## config.mk

```make
export PLATFORM = sky130hd
export DESIGN_NAME = keypad_scan_encoder_flat
export DESIGN_NICKNAME = d
export VERILOG_FILES = /design/src/rtl/keypad_scan_encoder_if.sv /design/src/rtl/keypad_scan_encoder.sv /design/src/flat_wrapper.sv
export SDC_FILE = /design/constraint.sdc
export NUM_CORES = 1
export LEC_CHECK = 0
export ABC_AREA = 1
export ABC_CLOCK_PERIOD_IN_PS = 4400
export CAP_MARGIN = 20
export CORE_ASPECT_RATIO = 1.75
export CORE_UTILIZATION = 40
export CTS_BUF_LIST = sky130_fd_sc_hd__clkbuf_4
export CTS_CLUSTER_SIZE = 40
export DETAILED_ROUTE_END_ITERATION = 16
export PLACE_DENSITY_LB_ADDON = 0.12
export RECOVER_POWER = 100
export SYNTH_ARGS = -nofsm -noshare
export SYNTH_HDL_FRONTEND = slang
export SYNTH_SLANG_ARGS = --single-unit
```

## constraint.sdc

```tcl
create_clock -name clk -period 4.4 [get_ports clk]
set_input_delay 0.66 -clock clk [delete_from_list [all_inputs] [get_ports clk]]
set_output_delay 0.66 -clock clk [all_outputs]
set_load 0.05 [all_outputs]
```

## src/rtl/keypad_scan_encoder_if.sv

```systemverilog
// Keypad-side bundle: matrix row/column pins plus the strobe/func outputs for calculator_dec.
// Pure wiring; no storage or latency of its own.
// No handshake: the strobes are fire-and-forget pulses; column inputs are sampled, never stalled.
interface keypad_scan_encoder_if;
  logic [3:0] col_n;
  logic [3:0] row_n;
  logic       zero;
  logic       one;
  logic       two;
  logic       three;
  logic       four;
  logic       five;
  logic       six;
  logic       seven;
  logic       eight;
  logic       nine;
  logic [2:0] func;
  logic       get_res;

  // Encoder side: samples the columns, drives rows and the decoded outputs.
  modport master (
    input  col_n,
    output row_n, zero, one, two, three, four, five, six, seven, eight, nine, func, get_res
  );

  // Board/consumer side: the matrix drives columns, calculator_dec consumes the outputs.
  modport slave (
    output col_n,
    input  row_n, zero, one, two, three, four, five, six, seven, eight, nine, func, get_res
  );
endinterface

```

## src/rtl/keypad_scan_encoder.sv

```systemverilog
// Scans a 4x4 active-low key matrix, debounces a single key and emits one strobe per press.
// Latency: 2-cycle column sync + row sample point + DEBOUNCE cycles to the first strobe cycle.
// No backpressure: strobes are fixed PULSE_LEN pulses; new presses are ignored until full release.
module keypad_scan_encoder #(
  parameter int SCAN_DIV  = 16,
  parameter int DEBOUNCE  = 8,
  parameter int PULSE_LEN = 5
) (
  input  logic                  clk,
  input  logic                  rst_n,
  keypad_scan_encoder_if.master kp
);

  localparam int DIV_W = $clog2(SCAN_DIV + 1);
  localparam int DEB_W = $clog2(DEBOUNCE + 1);
  localparam int PUL_W = $clog2(PULSE_LEN + 1);

  localparam logic [DIV_W-1:0] DIV_LAST = DIV_W'(SCAN_DIV - 1);
  localparam logic [DEB_W-1:0] DEB_LAST = DEB_W'(DEBOUNCE - 1);
  localparam logic [PUL_W-1:0] PUL_LAST = PUL_W'(PULSE_LEN - 1);

  typedef enum logic [1:0] {
    ST_SCAN,
    ST_DEBOUNCE,
    ST_EMIT,
    ST_WAIT_RELEASE
  } state_t;

  state_t           state;
  logic [3:0]       col_meta;
  logic [3:0]       csync;
  logic [1:0]       row_idx;
  logic [3:0]       row_n_q;
  logic [DIV_W-1:0] div_cnt;
  logic [DEB_W-1:0] deb_cnt;
  logic [PUL_W-1:0] pulse_cnt;
  logic [1:0]       key_row;
  logic [1:0]       key_col;
  logic [9:0]       digit_q;
  logic             get_res_q;
  logic [2:0]       func_q;

  logic [3:0]       pressed;
  logic             single;
  logic [1:0]       hit_col;
  logic [3:0]       key_pat;
  logic [9:0]       dec_digit;
  logic             dec_hash;
  logic             dec_func_ld;
  logic [2:0]       dec_func;

  // One-cold row drive for a given row index.
  function automatic logic [3:0] row_drive(input logic [1:0] idx);
    logic [3:0] r;
    r      = 4'b1111;
    r[idx] = 1'b0;
    return r;
  endfunction

  assign pressed = ~csync;
  assign single  = (pressed != 4'd0) && ((pressed & (pressed - 4'd1)) == 4'd0);
  assign key_pat = row_drive(key_col);

  // Column index of the single pressed column (only meaningful when single is set).
  always_comb begin
    hit_col = 2'd0;
    case (pressed)
      4'b0010: hit_col = 2'd1;
      4'b0100: hit_col = 2'd2;
      4'b1000: hit_col = 2'd3;
      default: hit_col = 2'd0;
    endcase
  end

  // Key map: latched (row,col) to digit strobe, '#' request or func load.
  always_comb begin
    dec_digit   = 10'd0;
    dec_hash    = 1'b0;
    dec_func_ld = 1'b0;
    dec_func    = 3'b000;
    case ({key_row, key_col})
      4'h0: dec_digit[1] = 1'b1;
      4'h1: dec_digit[2] = 1'b1;
      4'h2: dec_digit[3] = 1'b1;
      4'h3: begin dec_func_ld = 1'b1; dec_func = 3'b001; end
      4'h4: dec_digit[4] = 1'b1;
      4'h5: dec_digit[5] = 1'b1;
      4'h6: dec_digit[6] = 1'b1;
      4'h7: begin dec_func_ld = 1'b1; dec_func = 3'b010; end
      4'h8: dec_digit[7] = 1'b1;
      4'h9: dec_digit[8] = 1'b1;
      4'hA: dec_digit[9] = 1'b1;
      4'hB: begin dec_func_ld = 1'b1; dec_func = 3'b011; end
      4'hC: begin dec_func_ld = 1'b1; dec_func = 3'b000; end
      4'hD: dec_digit[0] = 1'b1;
      4'hE: dec_hash = 1'b1;
      default: begin dec_func_ld = 1'b1; dec_func = 3'b100; end
    endcase
  end

  // Two-flop synchronizer for the asynchronous column inputs; idle level is all-high.
  always_ff @(posedge clk or negedge rst_n) begin
    if (!rst_n) begin
      col_meta <= 4'b1111;
      csync    <= 4'b1111;
    end else begin
      col_meta <= kp.col_n;
      csync    <= col_meta;
    end
  end

  // Scan / debounce / emit / release FSM with all outputs registered.
  always_ff @(posedge clk or negedge rst_n) begin
    if (!rst_n) begin
      state     <= ST_SCAN;
      row_idx   <= 2'd0;
      row_n_q   <= 4'b1110;
      div_cnt   <= '0;
      deb_cnt   <= '0;
      pulse_cnt <= '0;
      key_row   <= 2'd0;
      key_col   <= 2'd0;
      digit_q   <= 10'd0;
      get_res_q <= 1'b0;
      func_q    <= 3'b000;
    end else begin
      case (state)
        ST_SCAN: begin
          if (div_cnt == DIV_LAST) begin
            div_cnt <= '0;
            if (single) begin
              // Hold this row while the candidate key is debounced.
              key_row <= row_idx;
              key_col <= hit_col;
              deb_cnt <= '0;
              state   <= ST_DEBOUNCE;
            end else begin
              row_idx <= row_idx + 2'd1;
              row_n_q <= row_drive(row_idx + 2'd1);
            end
          end else begin
            div_cnt <= div_cnt + DIV_W'(1);
          end
        end
        ST_DEBOUNCE: begin
          if (csync == key_pat) begin
            if (deb_cnt == DEB_LAST) begin
              deb_cnt   <= '0;
              pulse_cnt <= '0;
              digit_q   <= dec_digit;
              get_res_q <= dec_hash;
              if (dec_func_ld) begin
                func_q <= dec_func;
              end
              state     <= ST_EMIT;
            end else begin
              deb_cnt <= deb_cnt + DEB_W'(1);
            end
          end else begin
            // Bounce: give up on this key and carry on from the next row.
            deb_cnt <= '0;
            div_cnt <= '0;
            row_idx <= row_idx + 2'd1;
            row_n_q <= row_drive(row_idx + 2'd1);
            state   <= ST_SCAN;
          end
        end
        ST_EMIT: begin
          if (pulse_cnt == PUL_LAST) begin
            digit_q   <= 10'd0;
            get_res_q <= 1'b0;
            deb_cnt   <= '0;
            state     <= ST_WAIT_RELEASE;
          end else begin
            pulse_cnt <= pulse_cnt + PUL_W'(1);
          end
        end
        ST_WAIT_RELEASE: begin
          if (csync == 4'b1111) begin
            if (deb_cnt == DEB_LAST) begin
              deb_cnt <= '0;
              div_cnt <= '0;
              row_idx <= 2'd0;
              row_n_q <= 4'b1110;
              state   <= ST_SCAN;
            end else begin
              deb_cnt <= deb_cnt + DEB_W'(1);
            end
          end else begin
            deb_cnt <= '0;
          end
        end
        default: state <= ST_SCAN;
      endcase
    end
  end

  assign kp.row_n   = row_n_q;
  assign kp.zero    = digit_q[0];
  assign kp.one     = digit_q[1];
  assign kp.two     = digit_q[2];
  assign kp.three   = digit_q[3];
  assign kp.four    = digit_q[4];
  assign kp.five    = digit_q[5];
  assign kp.six     = digit_q[6];
  assign kp.seven   = digit_q[7];
  assign kp.eight   = digit_q[8];
  assign kp.nine    = digit_q[9];
  assign kp.func    = func_q;
  assign kp.get_res = get_res_q;

endmodule

```

## src/flat_wrapper.sv

```systemverilog
// flat-port wrapper written by rule: the top's interface ports become plain ports
module keypad_scan_encoder_flat 
#(
  parameter int SCAN_DIV  = 16,
  parameter int DEBOUNCE  = 8,
  parameter int PULSE_LEN = 5
)
  (clk, rst_n, kp_col_n, kp_row_n, kp_zero, kp_one, kp_two, kp_three, kp_four, kp_five, kp_six, kp_seven, kp_eight, kp_nine, kp_func, kp_get_res);
  keypad_scan_encoder_if kp_i ();
  input  logic clk;
  input  logic rst_n;
  input wire logic [$bits(kp_i.col_n)-1:0] kp_col_n;
  output wire logic [$bits(kp_i.row_n)-1:0] kp_row_n;
  output wire logic [$bits(kp_i.zero)-1:0] kp_zero;
  output wire logic [$bits(kp_i.one)-1:0] kp_one;
  output wire logic [$bits(kp_i.two)-1:0] kp_two;
  output wire logic [$bits(kp_i.three)-1:0] kp_three;
  output wire logic [$bits(kp_i.four)-1:0] kp_four;
  output wire logic [$bits(kp_i.five)-1:0] kp_five;
  output wire logic [$bits(kp_i.six)-1:0] kp_six;
  output wire logic [$bits(kp_i.seven)-1:0] kp_seven;
  output wire logic [$bits(kp_i.eight)-1:0] kp_eight;
  output wire logic [$bits(kp_i.nine)-1:0] kp_nine;
  output wire logic [$bits(kp_i.func)-1:0] kp_func;
  output wire logic [$bits(kp_i.get_res)-1:0] kp_get_res;
  assign kp_i.col_n = kp_col_n;
  assign kp_row_n = kp_i.row_n;
  assign kp_zero = kp_i.zero;
  assign kp_one = kp_i.one;
  assign kp_two = kp_i.two;
  assign kp_three = kp_i.three;
  assign kp_four = kp_i.four;
  assign kp_five = kp_i.five;
  assign kp_six = kp_i.six;
  assign kp_seven = kp_i.seven;
  assign kp_eight = kp_i.eight;
  assign kp_nine = kp_i.nine;
  assign kp_func = kp_i.func;
  assign kp_get_res = kp_i.get_res;
  keypad_scan_encoder #(.SCAN_DIV(SCAN_DIV), .DEBOUNCE(DEBOUNCE), .PULSE_LEN(PULSE_LEN)) u_core (.clk(clk), .rst_n(rst_n), .kp(kp_i));
endmodule
```

---- Word level (Yosys, flattened, before mapping) ----
Index checks and enable logic that the tools add are counted.
word-level totals
  register bits ........................... 46
  bits of input ports ..................... 6
  output and inout bits ................... 18
  logic and storage cells ................. 141
cells by class
  add/sub/neg operators ................... 5
  order comparisons ....................... 4
  equality and inequality tests ........... 36
  mux-type cells .......................... 59
  bitwise logic cells ..................... 5
  reduce and logical (&&, ||, !) cells .... 19
operators with widths
  operator              number
  $mux W4               11
  $eq A4 B4 Y1 const B  9
  $mux W10              3
  $eq A4 B3 Y1 const B  6
  $mux W2               10
  $mux W5               4
  $pmux W10 S2          1
  $mux W1               16
  $pmux W4 S4           1
  $reduce_and A4 Y1     4
  $pmux W5 S3           1
  $ne A2 B1 Y1 const B  7
  $eq A4 B2 Y1 const B  3
  $not A4 Y4            3
  $pmux W2 S3           2
  $pmux W3 S4           1
  $pmux W4 S3           1
  $reduce_and A6 Y1     2
  $reduce_or A12 Y1     1
  $reduce_or A11 Y1     1
  $mux W3               3
  $logic_not A4 Y1      2
  $pmux W2 S4           1
  $lt A2 B3 Y1 const B  2
  25 further kinds      33

---- Longest topological paths before layout ----
  word-level depth ........................ 9
  gate-level depth with buffers ........... 11
  depth with buffers taken out ............ 10

---- Least setup slack after synthesis ----
Ideal clock, no wire load.
  path type ............................... register -> register
  start ................................... register u_core.div_cnt[0]
  end ..................................... register u_core.row_n_q[0], in the netlist u_core.kp.row_n[0]
  library setup time ...................... 0.119 ns
  data arrival time ....................... 1.374 ns
  required time ........................... 4.281 ns
  setup slack ............................. 2.907 ns
  stages on the path, launching flop included .. 7
  path buffers ............................ 0
  period minus slack after synthesis ...... 1.493 ns
  cell sequence ........................... dfrtp_1 > ha_1 > nand4_1 > o21ai_2 > nand3_2 > nand2_1 > nand2_1
on the way
  word-level cells in the longest chain between the ends .. 3
RTL lines
  item                                line                        text
  from (decl)                         keypad_scan_encoder.sv:34   logic [DIV_W-1:0] div_cnt;
  from (signal assigned)              keypad_scan_encoder.sv:142  div_cnt <= div_cnt + DIV_W'(1);
  $eq A5 B4 Y1                        keypad_scan_encoder.sv:129  if (div_cnt == DIV_LAST) begin
  $ne A2 B1 Y1 (no source line)       -
  $reduce_and A6 Y1 (no source line)  -
  to (signal assigned)                keypad_scan_encoder.sv:139  row_n_q <= row_drive(row_idx + 2'd1);
  to (signal assigned)                keypad_scan_encoder.sv:164  row_n_q <= row_drive(row_idx + 2'd1);
  to (decl)                           keypad_scan_encoder.sv:33   logic [3:0] row_n_q;
No other way between the ends.
A chain may end at the register's enable or synchronous reset.

---- Final worst setup path ----
  start ................................... register u_core.row_n_q[1], in the netlist u_core.kp.row_n[1]
  end ..................................... output kp_row_n[1]
RTL lines
  item       line                text
  to (decl)  flat_wrapper.sv:13  output wire logic [$bits(kp_i.row_n)-1:0] kp_row_n;
No word-level cell between the ends.

==> impl_metrics.json <==
{
  "crit_chain": "dlygate4sd3_1",
  "die_area_um2": 6235,
  "synth_edf_count": 0,
  "io_buffers": 23,
  "cts_buffer_depth": 2,
  "gr-total-overflow": 0,
  "num_rows": 36,
  "regArea_um2": 1165,
  "rsz0062_at_grt": "no",
  "syn_nets": 290,
  "cp_num_buf_inv": 1,
  "hpwl_mm": 3.419,
  "synth_cell_types": 24,
  "antennaDiodeCount": 0,
  "die_w_um": 60.12,
  "powerDensity_nw_per_um2": 438.7,
  "fmax_mhz": 413.2,
  "worstSetupPathType": "register to primary output",
  "ioPinCount": 24,
  "vias": 1835,
  "synth_largest_area_cell": "dfrtp_1",
  "ys.warnings.count": 0,
  "nFillCells": 606,
  "worstPathArrival_ps": 1760,
  "path_max_fanout": 2,
  "netlist_area_um2": 2365,
  "ys_async_sr_fraction_pct": 100.0,
  "dpl_cell_area_um2": 2644,
  "leakagePower_nw": 1.350,
  "fin_cells": 380,
  "fp.coreArea_um2": 5630,
  "numCtsBuffers": 5,
  "cts_root_buf": "clkbuf_4",
  "syn_to_final_growth_pct": 11.64,
  "nNetsFinal": 317,
  "yosys_register_bits": 46,
  "status": "finished clean",
  "yosysTopAreaCellShare_pct": 37.04,
  "cts_sinks": 46,
  "antenna_found_initial": 0,
  "utilization_pct": 46.89,
  "grtUsageTotal_pct": 16.24,
  "cts_tree": "built",
  "drive_gt1_share_pct": 9.539,
  "post_drt_wl_per_cell_um": 12.09,
  "maxCapViolCount": 0,
  "finalInstanceArea_um2": 2640,
  "post_cts_buffers": 0,
  "tightest_slew_ps": 1244,
  "fin_skew_ps": 11.58,
  "path_depth": 1,
  "drt_wl_total_mm": 4.595,
  "worst_path_largest_cell_delay_ps": 870,
  "vdd_ir_drop_max_v": 0.0003073,
  "yosysSeqAreaShare_pct": 49.26,
  "drt_iter0_drc": 73,
  "start_util_pct": 42.00,
  "synth-main-ff-cell": "dfrtp_1",
  "clk_pin_slew_ps": 120,
  "htreeDepth": 2,
  "critPathSlowestCell": "dlygate4sd3_1",
  "synth.most_common_cell": "nand2_1",
  "synth_cells": 276,
  "drtPass1Iterations": 4,
  "synth_common_cells": "nand2_1 (84), dfrtp_1 (35), nand3_1 (29)",
  "start_kind": "register",
  "multi_input_area_um2": 997.2,
  "avgSynthCellArea_um2": 8.568,
  "finalMaxSlewViolations": 0,
  "finalSetupViolCount": 0,
  "rr_worst_depth": 8,
  "clk_latency_ps": 350,
  "grt_max_degree": 47,
  "hold_viol": 0,
  "synthTopCellsByArea": "dfrtp_1 (37%), nand2_1 (13%), dfstp_2 (12%)",
  "dp.cells": 371,
  "place.gp.congestion": 0.8557,
  "cts_hold_repair.buffers": 0,
  "fin_tns_setup_ps": 0,
  "dieHeight_um": 103.7,
  "period_share_pct": 55.01,
  "cts_resized": 0,
  "grt_pass1_vias": 1696,
  "post-route-min-period_ps": 2420,
  "cpLargestDelayFamily": "buffers and inverters",
  "grt_first_pass_wirelength_mm": 7.624,
  "post-route-drc-count": 0,
  "maxSlewHeadroom_pct": 17.10,
  "cp.required_ps": 3740,
  "hold_class": "register to register",
  "worst_setup_path_end_kind": "primary output",
  "ant_nets": 0,
  "viasPerCell": 4.829,
  "hold_depth": 0
}
cells by family (layout without fill, tap and decap cells):
group,Yosys count,count (layout),synth area share [%]
fa+ha+maj,8,8,4.233
flops,46,46,49.26
compound gates,31,31,8.677
simple gates,155,155,29.95
buf+inv,31,59,6.032
xor+xnor,5,5,1.852
placed cells by master (no fill, tap or decap), drive strengths merged:
cell type / n
nand2: 91
a21oi: 5
xnor2: 1
nand4: 8
o21ai: 22
clkbuf: 8
dlygate4sd3: 22
or2: 1
clkinv: 2
a31oi: 4
nor3: 2
nor2: 22
xor2: 4
dfrtp: 35
dfstp: 11
ha: 8
nand3: 31
inv: 27
layout make-up:
cell class | instances | area share (%)
Inverter | 27 | 3.839
Tap cell | 76 | 3.602
Clock buffer | 6 | 1.706
Multi-Input combinational cell | 199 | 37.77
Clock inverter | 2 | 0.3318
Timing Repair Buffer | 24 | 8.626
Sequential cell | 46 | 44.12
where the power goes:
part / internal, mW / leakage [nW] / switching [mW]
registers: 0.503 / 0.587 / 0.0693
clock network: 0.0664 / 0.0331 / 0.128
logic: 0.134 / 0.730 / 0.258
total: 0.703 / 1.35 / 0.455
layer usage:
layer / part of all wire, % / GRT usage (%)
met1: 41 / 17.92
met4: 1.8 / 6.478
met2: 55 / 29.12
met3: 1.8 / 2.622
met5: 0 / 0
flip-flops by register name (all words and copies together), names as in the netlist, named ones only:
signal,flops
u_core.key_col,2
u_core.digit_q,10
u_core.row_idx,2
u_core.pulse_cnt,3
u_core.csync,4
u_core.div_cnt,5
u_core.kp.row_n,4
u_core.col_meta,4
u_core.deb_cnt,4
u_core.kp.get_res,1
u_core.key_row,2
u_core.state,1
u_core.kp.func,3
path summary, 6_finish.rpt:
check | from | to | slack, ps
worst max-delay path | u_core.kp.row_n[1]$_DFFE_PN1P_ | kp_row_n[1] | 1980
min in group asynchronous | rst_n | u_core.kp.get_res$_DFFE_PN0P_ | 530
worst min register to register | u_core.col_meta[2]$_DFF_PN1_ | u_core.csync[2]$_DFF_PN1_ | 370
worst max register to register | u_core.deb_cnt[0]$_DFFE_PN0P_ | u_core.row_idx[0]$_DFFE_PN0P_ | 2120
max in group asynchronous | rst_n | asynchronous set/reset pin | 2160
worst min-delay path | u_core.col_meta[2]$_DFF_PN1_ | u_core.csync[2]$_DFF_PN1_ | 370
through the flow:
stage          setup WS (ps)  total power [mW]  hold slack (ps)
4_1_cts                 2018             1.201            367.3
3_5_place_dp            2440            0.9954            348.8
2_1_floorplan           2907            0.8796            345.2
3_3_place_gp            2439            0.9913            345.4
5_1_grt                 1703             1.241            368.0
6_report                1980             1.158            365.7
Note: power is estimated with default switching activity, not from simulation.
